$ cat src/rtl/divtap_tick_sel.sv
// divtap_tick_sel: turns the five divider taps into one-cycle clock-enable
// ticks, selects one tick stream through a req/ack handshake that only
// switches on a divide-by-32 boundary, and counts the selected ticks modulo
// TC_VALUE with a terminal-count pulse.
module divtap_tick_sel #(
  parameter int CNT_W     = 8,
  parameter int TC_VALUE  = 10,
  parameter int SEL_RESET = 0
) (
  input  logic             clk,
  input  logic             rst,
  input  logic             divideby2,
  input  logic             divideby4,
  input  logic             divideby8,
  input  logic             divideby16,
  input  logic             divideby32,
  input  logic [2:0]       sel_in,
  input  logic             sel_req,
  output logic             sel_ack,
  output logic             sel_err,
  output logic [2:0]       active_sel,
  output logic [4:0]       tick_bus,
  output logic             tick_out,
  output logic [CNT_W-1:0] tick_cnt,
  output logic             tc
);

  typedef enum logic [1:0] {
    IDLE = 2'd0,
    PEND = 2'd1,
    DONE = 2'd2
  } state_t;

  localparam logic [CNT_W-1:0] TC_LAST   = CNT_W'(TC_VALUE - 1);
  localparam logic [2:0]       SEL_INIT  = 3'(SEL_RESET);
  localparam logic [2:0]       SEL_MAX   = 3'd4;

  state_t     state;
  state_t     state_nxt;
  logic [4:0] taps;
  logic [4:0] prev;
  logic [2:0] pend_sel;
  logic       apply;
  logic       apply_ok;

  assign taps = {divideby32, divideby16, divideby8, divideby4, divideby2};

  // The switch happens at the edge closing the cycle where the /32 tick is
  // high; every lower tap is low there, so no runt period can be emitted.
  assign apply    = (state == PEND) && tick_bus[4];
  assign apply_ok = apply && (pend_sel <= SEL_MAX);

  // Rising-edge detect on every tap, one registered tick per rising edge.
  always_ff @(posedge clk or negedge rst) begin
    if (!rst) begin
      prev     <= '0;
      tick_bus <= '0;
    end else begin
      // NOTE: non-blocking so tick_bus uses the previous-cycle prev value.
      prev     <= taps;
      tick_bus <= taps & ~prev;
    end
  end

  // FSM state register.
  always_ff @(posedge clk or negedge rst) begin
    if (!rst) begin
      state <= IDLE;
    end else begin
      state <= state_nxt;
    end
  end

  // FSM next-state: latch request, wait for /32 boundary, wait for release.
  always_comb begin
    // NOTE: default first so no path leaves state_nxt unassigned (no latch).
    state_nxt = state;
    case (state)
      IDLE:    if (sel_req)     state_nxt = PEND;
      PEND:    if (tick_bus[4]) state_nxt = DONE;
      DONE:    if (!sel_req)    state_nxt = IDLE;
      default:                  state_nxt = IDLE;
    endcase
  end

  // Request latch, applied selection and the one-cycle ack/err pulses.
  always_ff @(posedge clk or negedge rst) begin
    if (!rst) begin
      pend_sel   <= '0;
      active_sel <= SEL_INIT;
      sel_ack    <= 1'b0;
      sel_err    <= 1'b0;
    end else begin
      if ((state == IDLE) && sel_req) begin
        pend_sel <= sel_in;
      end
      if (apply_ok) begin
        active_sel <= pend_sel;
      end
      sel_ack <= apply;
      sel_err <= apply && !apply_ok;
    end
  end

  // Select the tick of the active tap.
  always_comb begin
    tick_out = 1'b0;
    case (active_sel)
      3'd0:    tick_out = tick_bus[0];
      3'd1:    tick_out = tick_bus[1];
      3'd2:    tick_out = tick_bus[2];
      3'd3:    tick_out = tick_bus[3];
      3'd4:    tick_out = tick_bus[4];
      default: tick_out = 1'b0;
    endcase
  end

  // Modulo counter on the selected tick; an apply clears it and wins over
  // a coincident tick, so the /32 tick of the apply cycle is not counted.
  always_ff @(posedge clk or negedge rst) begin
    if (!rst) begin
      tick_cnt <= '0;
      tc       <= 1'b0;
    end else begin
      tc <= 1'b0;
      if (apply_ok) begin
        tick_cnt <= '0;
      end else if (tick_out) begin
        if (tick_cnt == TC_LAST) begin
          tick_cnt <= '0;
          tc       <= 1'b1;
        end else begin
          tick_cnt <= tick_cnt + CNT_W'(1);
        end
      end
    end
  end

endmodule
$ cat config.mk
export PLATFORM = sky130hd
export DESIGN_NAME = divtap_tick_sel
export DESIGN_NICKNAME = d
export VERILOG_FILES = /design/src/rtl/divtap_tick_sel.sv
export SDC_FILE = /design/constraint.sdc
export NUM_CORES = 1
export LEC_CHECK = 0
export CAP_MARGIN = 20
export CORE_ASPECT_RATIO = 0.7
export CORE_MARGIN = 5
export CORE_UTILIZATION = 25
export DETAILED_ROUTE_END_ITERATION = 12
export PLACE_DENSITY = 0.53
export SYNTH_ARGS = -nofsm -noshare
export SYNTH_HDL_FRONTEND = slang
export SYNTH_SLANG_ARGS = --single-unit
$ cat constraint.sdc
create_clock -name clk -period 1.9 [get_ports clk]
set_input_delay 0.57 -clock clk [delete_from_list [all_inputs] [get_ports clk]]
set_output_delay 0.57 -clock clk [all_outputs]
set_load 0.03 [all_outputs]
# [After elaboration in Yosys (flattened, before gate mapping)]
# Cells that the tools add are included.
[classes] n_addsub=1 n_lt_le_gt_ge=1 n_eq_ne=10 mux=11 n_bitwise=2 n_reduce_logical=9
[op_table] cell="two-way mux 8 bit" count=3
[op_table] cell="adder 8 x 1 -> 8 bit (second input constant)" count=1
[op_table] cell="equality test 8 x 4 -> 1 bit (second input constant)" count=1
[op_table] cell="equality test 3 x 2 -> 1 bit (second input constant)" count=2
[op_table] cell="two-way mux 2 bit" count=3
[op_table] cell="!= test 2 bit (second input constant)" count=3
[op_table] cell="one-hot mux 2 bit (3 select lines)" count=1
[op_table] cell="AND 5 bit" count=1
[op_table] cell="inverter 5 bit" count=1
[op_table] cell="one-hot mux 1 bit (5 select lines)" count=1
[op_table] cell="logical AND 1 bit" count=4
[op_table] cell="equality test 3 x 1 -> 1 bit (second input constant)" count=1
[op_table] cell="equality test 3 bit (second input constant)" count=1
[op_table] cell="<= comparator 3 bit (second input constant)" count=1
[op_table] cell="zero test 3 bit" count=1
[op_table] cell="two-way mux 1 bit" count=3
[op_table] cell="AND reduction 3 bit" count=1
[op_table] cell="equality test 2 x 1 -> 1 bit (second input constant)" count=1
[op_table] cell="equality test 2 bit (second input constant)" count=1
[op_table] cell="zero test 2 bit" count=1
[op_table] cell="nonzero test 2 bit" count=1
[op_table] cell="zero test 1 bit" count=1
[word_totals] regBits=29 inputBits=11 elab_cells=43

# [Logic depth before layout (Yosys ltp)]
# Gate-level depths: netlist (run 1).
[depth] ltp_word=5 ltp_mapped=6 ltp_nobuf=6

# [Least setup slack after synthesis (run 1)]
# No wires, ideal clock.
[synth_timing] kind="flip-flop to output port" startpoint="reg active_sel[1]" endpoint="out tick_out" arrival_ns=1.385 setup_slack_ns=-0.055 stages_incl_launch_ff=5 path_cell_list="dfrtp_1 mux2i_1 o32ai_2 nor2_1 inv_1"
[synth_via] elab_chain_len=2 elab_cells_between_ends=6 cone_classes="eq/ne: 4; mux: 1; reduce/logical: 1"
[synth_lines] element="start, declared" line_no="21" rtl="output logic [2:0] active_sel,"
[synth_lines] element="start signal, assigned" line_no="98" rtl="active_sel <= pend_sel;"
[synth_lines] element="equality test 3 bit, or another cell as far along" line_no="108" rtl="case (active_sel)"
[synth_lines] element="one-hot mux 1 bit (5 select lines) *" line_no="108"
[synth_lines] element="end, declared" line_no="23" rtl="output logic tick_out,"
# Every way passes the cells marked *; elsewhere a longest branch is shown, timed or not.

# [Worst setup path after layout (run 1)]
# Ends and elaborated chain as after synthesis.

==> results by group, run 1 <==
Outcome
  – Status: finished with violations
  – Failing checks: negative setup slack

Clocking
  – Reg clk slew, reported paths: 0.06 ns
  – Clk root buf: clkbuf_8
  – H-tree depth: 2
  – Clock Sinks: 29
  – Clk buf depth: 2
  – CTS tree: built
  – Clock Latency Late Sink: 0.28 ns
  – Hold Buf Count CTS: 0
  – Num CTS Buffers: 5

Drt
  – Final ANT Viol Nets: 0
  – Vias per inst: around 4.4
  – Vias: 1026
  – Drt total wl: between 3000 and 4000 µm
  – Pre-antenna DRT Iters: 4
  – WL/cell: roughly 13 µm
  – Residual DRC: 0
  – Drt initial violations: 55

Worst hold path
  – WHS Endpoint: tick_bus[2]
  – Hold WC Path Type: reg2reg
  – Hold Crit Depth: 1
  – Hold path startpoint: prev[2]

Setup path
  – Reg-to-Reg Start: tick_cnt[1]
  – Worst setup EP type: primary output
  – Reg2reg path depth: 6
  – Highest-delay cell along the critical path: dfrtp_2
  – Crit path max-delay family: flip-flops
  – Worst path required time: 1.33 ns
  – Critical-path cell list: mux2i_4, o32ai_4, nor2_2, inv_1, buf_6
  – Reg2reg end: tick_cnt[5]
  – Max Fanout on Critical Path: 5
  – Type of the worst setup path: reg2out
  – Type of origin of the critical path: register
  – CP max stage delay: 0.46 ns
  – Bufs and invs on worst path: 2
  – R2R setup slack: 0.20 ns
  – Worst endpoint data arrival time: around 1.5 ns

Timing
  – Worst slew margin: 0.6644
  – Fin crit period: 2.054 ns
  – RSZ-0062 raised after global routing: yes
  – Fin crit share: 1.081
  – Worst slew pin tran: between 0.5 and 0.6 ns
  – Fin Setup TNS: -0.1543 ns
  – Final hold viol count: 0
  – # setup viols final: 1
  – F_max: 486.8 MHz
  – Pins Over Slew Limit: 0
  – Setup ws final: -0.1543 ns
  – Skew final: 0.006483 ns

Global routing
  – Layer with the highest usage: met2
  – Vias in the first global route: 1074
  – Largest net degree at the start of global routing: 30
  – Global routing usage on met1: 0.1231
  – Met2 usage: 0.1431
  – Met3 Usage GRT: 0.04090
  – Global route overflow: 0
  – Total track usage: 0.09751
  – Initial antenna violation count: 0
  – First-pass GRT wire length: 5050 µm

Place
  – Placed cell count: 221
  – Routability Congestion: 0.7825
  – HPWL Detailed: ~2200 µm
  – IO Port Bufs: 30

Layout
  – Nets: 174
  – Area of the multi-input gates: 588.1 µm²
  – Filler cells: 519
  – Non-Filler Instances: between 200 and 250
  – Layout cells sized above 1: 0.2469
  – Sequential cell area: around 730 µm²
  – Diodes inserted: 0
  – Area Overhead vs Synth: 45.59%

Yosys
  – Seq cells post-synth: 29
  – Synth Cell Area: 1304 µm²
  – Async SR Flop Fraction: 1.000
  – Unique masters post-synth: 32
  – Synth Instances: 112
  – Sequential area share after synthesis: 0.5566
  – Post-synth EDFFs: 0
  – Syn nets: 125
  – Syn avg cell area: 11.64 µm²
  – Main synth FF type: dfrtp_1
  – Yosys warning count: 0

Power
  – Peak supply drop: between 0.6 and 0.7 mV
  – Leak: 0.8798 nW
  – PnR Total Power: 2.382 mW
  – Clock Power Share: 0.203
  – Power density over cell area: around 1300 nW/µm²
  – Sequential Power Share: 0.374
  – Switching part of the total: 0.3914
  – Comb power frac: 0.422
  – Sw Pwr: 0.9323 mW
  – Pint: 1.450 mW

Floorplan
  – Die X: ~96 µm
  – Core area: 5147 µm²
  – Rows: 22
  – Die footprint: 6783 µm²
  – Initial Utilization: 0.2533
  – Die Span Y: 70.42 µm
  – IO Count: 31

Run
  – Max Cap Viol: 0
-- how the worst max path moves through the flow --
stage             startpoint       end  cells past startpoint
2_1_floorplan  active_sel[0]  tick_out                      4
3_3_place_gp   active_sel[1]  tick_out                      5
3_5_place_dp   active_sel[1]  tick_out                      5
4_1_cts        active_sel[1]  tick_out                      5
5_1_grt        active_sel[1]  tick_out                      5
6_report       active_sel[1]  tick_out                      5
-- cell usage after synthesis, types with 2 or more instances --
library cell	instances	area (µm²)
dfrtp_1	29	725.7
nor2_1	6	22.52
nor2b_1	5	31.28
o211ai_2	2	25.02
o211ai_1	2	15.01
ha_1	2	25.02
nand3_1	8	40.04
nand2b_1	3	18.77
mux2i_1	4	40.04
o21ai_2	2	17.52
nand2_1	7	26.28
nor3_1	2	10.01
o22ai_1	4	25.02
nor3b_1	2	15.01
o21ai_0	3	15.01
mux2_2	5	56.30
inv_1	8	30.03
a22oi_1	4	30.03
-- flip-flops by register name, summed over array words and instances (netlist names) --
| register | cells |
|---|---|
| pend_sel | 3 |
| tick_cnt | 8 |
| state | 2 |
| tc | 1 |
| sel_err | 1 |
| prev | 5 |
| active_sel | 3 |
| tick_bus | 5 |
| sel_ack | 1 |
-- logic make-up after synthesis --
group,Yosys count,synth area share
AO/OA/AOI/OAI,23,0.1545
adder cells (fa/ha/maj),2,0.01919
buffers and inverters,9,0.02591
flip-flops,29,0.5566
multiplexers,9,0.07389
AND/OR/NAND/NOR,40,0.1699
-- metal layers --
metal	part of all wire	wire, µm
met5	0	0
met4	0.016	49
met2	0.46	1377
met1	0.45	1355
met3	0.076	228
-- timing repair --
item / 4_1_cts / 5_1_grt
setup endpoints to repair: 12 / 3
buffers inserted: 2 / 3
gates resized for setup: 16 / 8
pin swaps: 0 / 2
cloned: 0 / 0
-- power by group through the flow --
stage | Sequential (mW) | Combinational, mW | Clock, mW
detailed placement | 0.892 | 0.938 | 0
global route | 0.911 | 1.09 | 0.526
floorplan | 1.04 | 0.405 | 0
finish | 0.892 | 1.01 | 0.485
global placement | 0.888 | 0.927 | 0
CTS | 0.882 | 0.928 | 0.498
-- final cells by class --
cell class / count / area share
flip-flops and latches: 29 / 0.3830
inverters: 9 / 0.01780
multi-input cells: 74 / 0.3098
repair buffers: 42 / 0.1997
clock buffers: 8 / 0.04219
well taps: 72 / 0.04746
-- cell usage in the layout (no fill, tap or decap), drive strengths merged --
cell type / instances
nor3: 2
mux2i: 4
o32a: 1
buf: 13
ha: 2
o211ai: 4
nor4b: 1
or3: 1
clkbuf: 8
nand2b: 3
clkdlybuf4s50: 13
o21ai: 6
nor3b: 2
nand4: 1
dlygate4sd2: 14
o32ai: 1
mux2: 5
a22oi: 5
nor2: 7
or2: 1
dlymetal6s2s: 2
and3: 1
nand3b: 1
dfrtp: 29
nand3: 8
nor2b: 5
a21oi: 1
o22ai: 4
nand2: 7
a2bb2oi: 1
inv: 9
-- metrics by stage --
step	setup slack, ns	hold slack [ns]	util	instance area, µm²
after global placement	0.04569	0.3840	0.3391	1745
after global routing	-0.2375	0.4089	0.3687	1898
after CTS	-0.2262	0.3966	0.3556	1831
after detailed placement	0.03867	0.3846	0.3391	1745
after floorplan	0.001023	0.2744	-	1305
final	-0.1543	0.3922	0.3687	1898
(Power assumes the default switching activity.)
==> run 2, diff against run 1 <==
ABC_AREA = 1   (was not set)
PLACE_DENSITY = 0.52   (was 0.53)
SKIP_LAST_GASP = 1   (was not set)
==> run 2 against run 1 <==
The flow now finishes without violations. Cell area grew 2.6%. Global-route usage shrank 0.23 points. Combinational power grew 9.9%. Synthesized area grew 7.7%. Setup slack gained 0.19 ns. Clock power grew 39%. Clock skew grew 0.0058 ns. Cell count grew 16%. Power grew 13%. Register-to-register slack gained 0.33 ns. Sequential power grew 1%. Critical path type unchanged. Highest routed layer unchanged.
==> results by group, run 2 <==
Setup path
  – CP max stage delay: approximately 0.67 ns
  – Reg-to-Reg Start: active_sel[1]
  – Highest-delay cell along the critical path: clkdlybuf4s50_1
  – Type of the worst setup path: reg2out
  – Worst setup EP type: primary output
  – Critical-path cell list: clkdlybuf4s50_1
  – R2R setup slack: 0.53 ns
  – Worst path required time: approximately 1.3 ns
  – Reg2reg path depth: 9
  – Crit path max-delay family: buffers and inverters
  – Worst endpoint data arrival time: about 1.3 ns
  – Reg2reg end: tick_cnt[1]
  – Max Fanout on Critical Path: 2
  – Bufs and invs on worst path: 1
  – Type of origin of the critical path: register

Drt
  – Vias: 1111
  – Residual DRC: 0
  – Drt total wl: ~3200 µm
  – Drt initial violations: 18
  – Final ANT Viol Nets: 0
  – WL/cell: 11.63 µm
  – Pre-antenna DRT Iters: 4
  – Vias per inst: slightly above 4

Layout
  – Nets: 211
  – Biggest regs: tick_cnt x8, prev x5, tick_bus x5
  – Non-Filler Instances: 271
  – Post-layout util: 0.3646
  – Area Overhead vs Synth: 38.68%
  – Top reg by flops: tick_cnt
  – Diodes inserted: 0
  – Most frequent cells in the layout: 39 x nand2_1, 29 x dfrtp_1, 15 x inv_1
  – Layout cells sized above 1: 0.2111
  – Most common cell after layout, fill and taps aside: nand2_1
  – Max FFs per register: 8

Timing
  – Fin crit period: approximately 1.9 ns
  – Setup ws final: about 0.038 ns
  – RSZ-0062 raised after global routing: yes
  – Final hold viol count: 0
  – Worst slew pin tran: about 0.37 ns
  – Worst slew margin: 0.7501
  – # setup viols final: 0
  – Skew final: 0.01225 ns
  – Fin crit share: 0.9802
  – F_max: 536.9 MHz
  – Pins Over Slew Limit: 0

Yosys
  – Syn avg cell area: 8.999 µm²
  – Count leader, synth: nand2_1
  – Post-synth EDFFs: 0
  – Main synth FF type: dfrtp_1
  – Yosys top cell by area: dfrtp_1
  – Synth top cells by count: 40 x nand2_1, 29 x dfrtp_1, 16 x inv_1
  – Sequential area share after synthesis: 0.5169
  – Unique masters post-synth: 27
  – Yosys warning count: 0
  – Synth Cell Area: 1404 µm²
  – Post-synth top area share: 0.5169
  – Largest cells by area after synthesis: dfrtp_1 52%, nand2_1 11%, inv_1 4.3%, nand4_1 4.0%, nor2_1 3.7%
  – Async SR Flop Fraction: 1.000
  – Synth Instances: 156
  – Syn nets: 169
  – Seq cells post-synth: 29

Power
  – Pint: 1.609 mW
  – Leak: between 0.9 and 1 nW
  – Comb power frac: 0.412
  – PnR Total Power: ~2.7 mW
  – Peak supply drop: 0.5118 mV
  – Sw Pwr: between 1 and 1.5 mW
  – Sequential Power Share: 0.336
  – Switching part of the total: 0.4012
  – Power density over cell area: 1380 nW/µm²
  – Clock Power Share: 0.251

Worst hold path
  – Hold path startpoint: prev[4]
  – Hold Crit Depth: 1
  – WHS Endpoint: tick_bus[4]
  – Hold WC Path Type: reg2reg

Floorplan
  – IO Count: 31
  – Initial Utilization: 0.2629
  – Die Span Y: 72.70 µm
  – Die X: 99.57 µm
  – Core area: 5340 µm²
  – Rows: 22
  – Die footprint: 7238 µm²

Run
  – Max Cap Viol: 0

Global routing
  – Global route overflow: 0
  – Vias in the first global route: 1087
  – First-pass GRT wire length: 5326 µm
  – Total track usage: 0.09517
  – Largest net degree at the start of global routing: 30
  – Initial antenna violation count: 0

Place
  – Setup slack at placement: 0.2050 ns
  – HPWL Detailed: 2303 µm
  – Routability Congestion: 0.7575
  – Placed cell count: between 200 and 300
  – IO Port Bufs: 30

Clocking
  – Hold Buf Count CTS: 0
  – Clock Sinks: 29
  – Clk root buf: clkbuf_8
  – Clock Latency Late Sink: 0.28 ns
  – Clk buf depth: 2
  – H-tree depth: 2
  – CTS tree: built
  – Reg clk slew, reported paths: 0.07 ns
  – Num CTS Buffers: 5

Outcome
  – Status: finished clean
run 2: cell count changes after synthesis, sizes merged, moves of 3 or more:
cell    before  now
nor2b        5    0
nand2b       3    0
o211ai       4    0
mux2i        4    0
inv          9   22
nand2        7   45
nand4        1   10
a22oi        5    0
nor2         7   21
o22ai        4    0
run 2: final cells by class:
class	count	area [µm²]
inverter	23	88.84
sequential	29	725.7
clock buffer	6	82.58
multi-input combinational	102	579.3
tap	72	90.09
clock inverter	2	37.54
timing repair buffer	37	342.8
fill	563	3393
run 2: power by group through the flow:
| stage | Combinational [mW] | Sequential, mW | Clock (mW) |
|---|---|---|---|
| after global routing | 1.21 | 0.929 | 0.728 |
| final | 1.11 | 0.904 | 0.675 |
| after CTS | 1.07 | 0.900 | 0.697 |
| after global placement | 1.10 | 0.912 | 0 |
| after detailed placement | 1.10 | 0.913 | 0 |
| after floorplan | 0.550 | 1.08 | 0 |
run 2: worst max path at each step:
stage                  startpoint     endpoint  slack (ns)  depth (start not counted)
floorplan           active_sel[1]     tick_out        0.23                          6
global placement      tick_bus[4]  tick_bus[4]        0.21                          1
detailed placement    tick_bus[4]  tick_bus[4]        0.20                          1
CTS                   tick_bus[0]  tick_bus[0]       0.002                          1
global route        active_sel[1]     tick_out       -0.04                          7
finish                tick_cnt[5]  tick_cnt[5]        0.04                          1
run 2: through the flow:
stage	TNS [ns]	instance area (µm²)	hold slack, ns
6_report	0	1947	0.3929
3_3_place_gp	0	1798	0.3791
4_1_cts	0	1909	0.3958
2_1_floorplan	0	1404	0.2744
3_5_place_dp	0	1798	0.3857
5_1_grt	-0.04324	1947	0.3996
run 2: routing by layer:
metal	global-route usage	wire length (µm)	share of wire	vias to the layer above
li1	-	-	-	578
met1	0.1308	1669	0.53	502
met2	0.1324	1246	0.40	24
met3	0.03629	178	0.056	7
met4	0.04091	57	0.018	0
met5	0	0	0	-
run 2: timing repair:
action,CTS,global route
gates cloned,0,0
setup buffers,1,1
pin swaps,1,1
gates resized for setup,13,8
endpoints found under the setup margin,14,3
run 2: cell families (layout without fill, tap and decap cells):
family	Yosys count	count (layout)	synth area share
fa+ha+maj	2	2	0.01782
simple gates	88	88	0.3110
xor+xnor	1	1	0.006240
flops	29	29	0.5169
compound gates	8	8	0.03832
buf+inv	25	68	0.08556
mux	3	3	0.02406
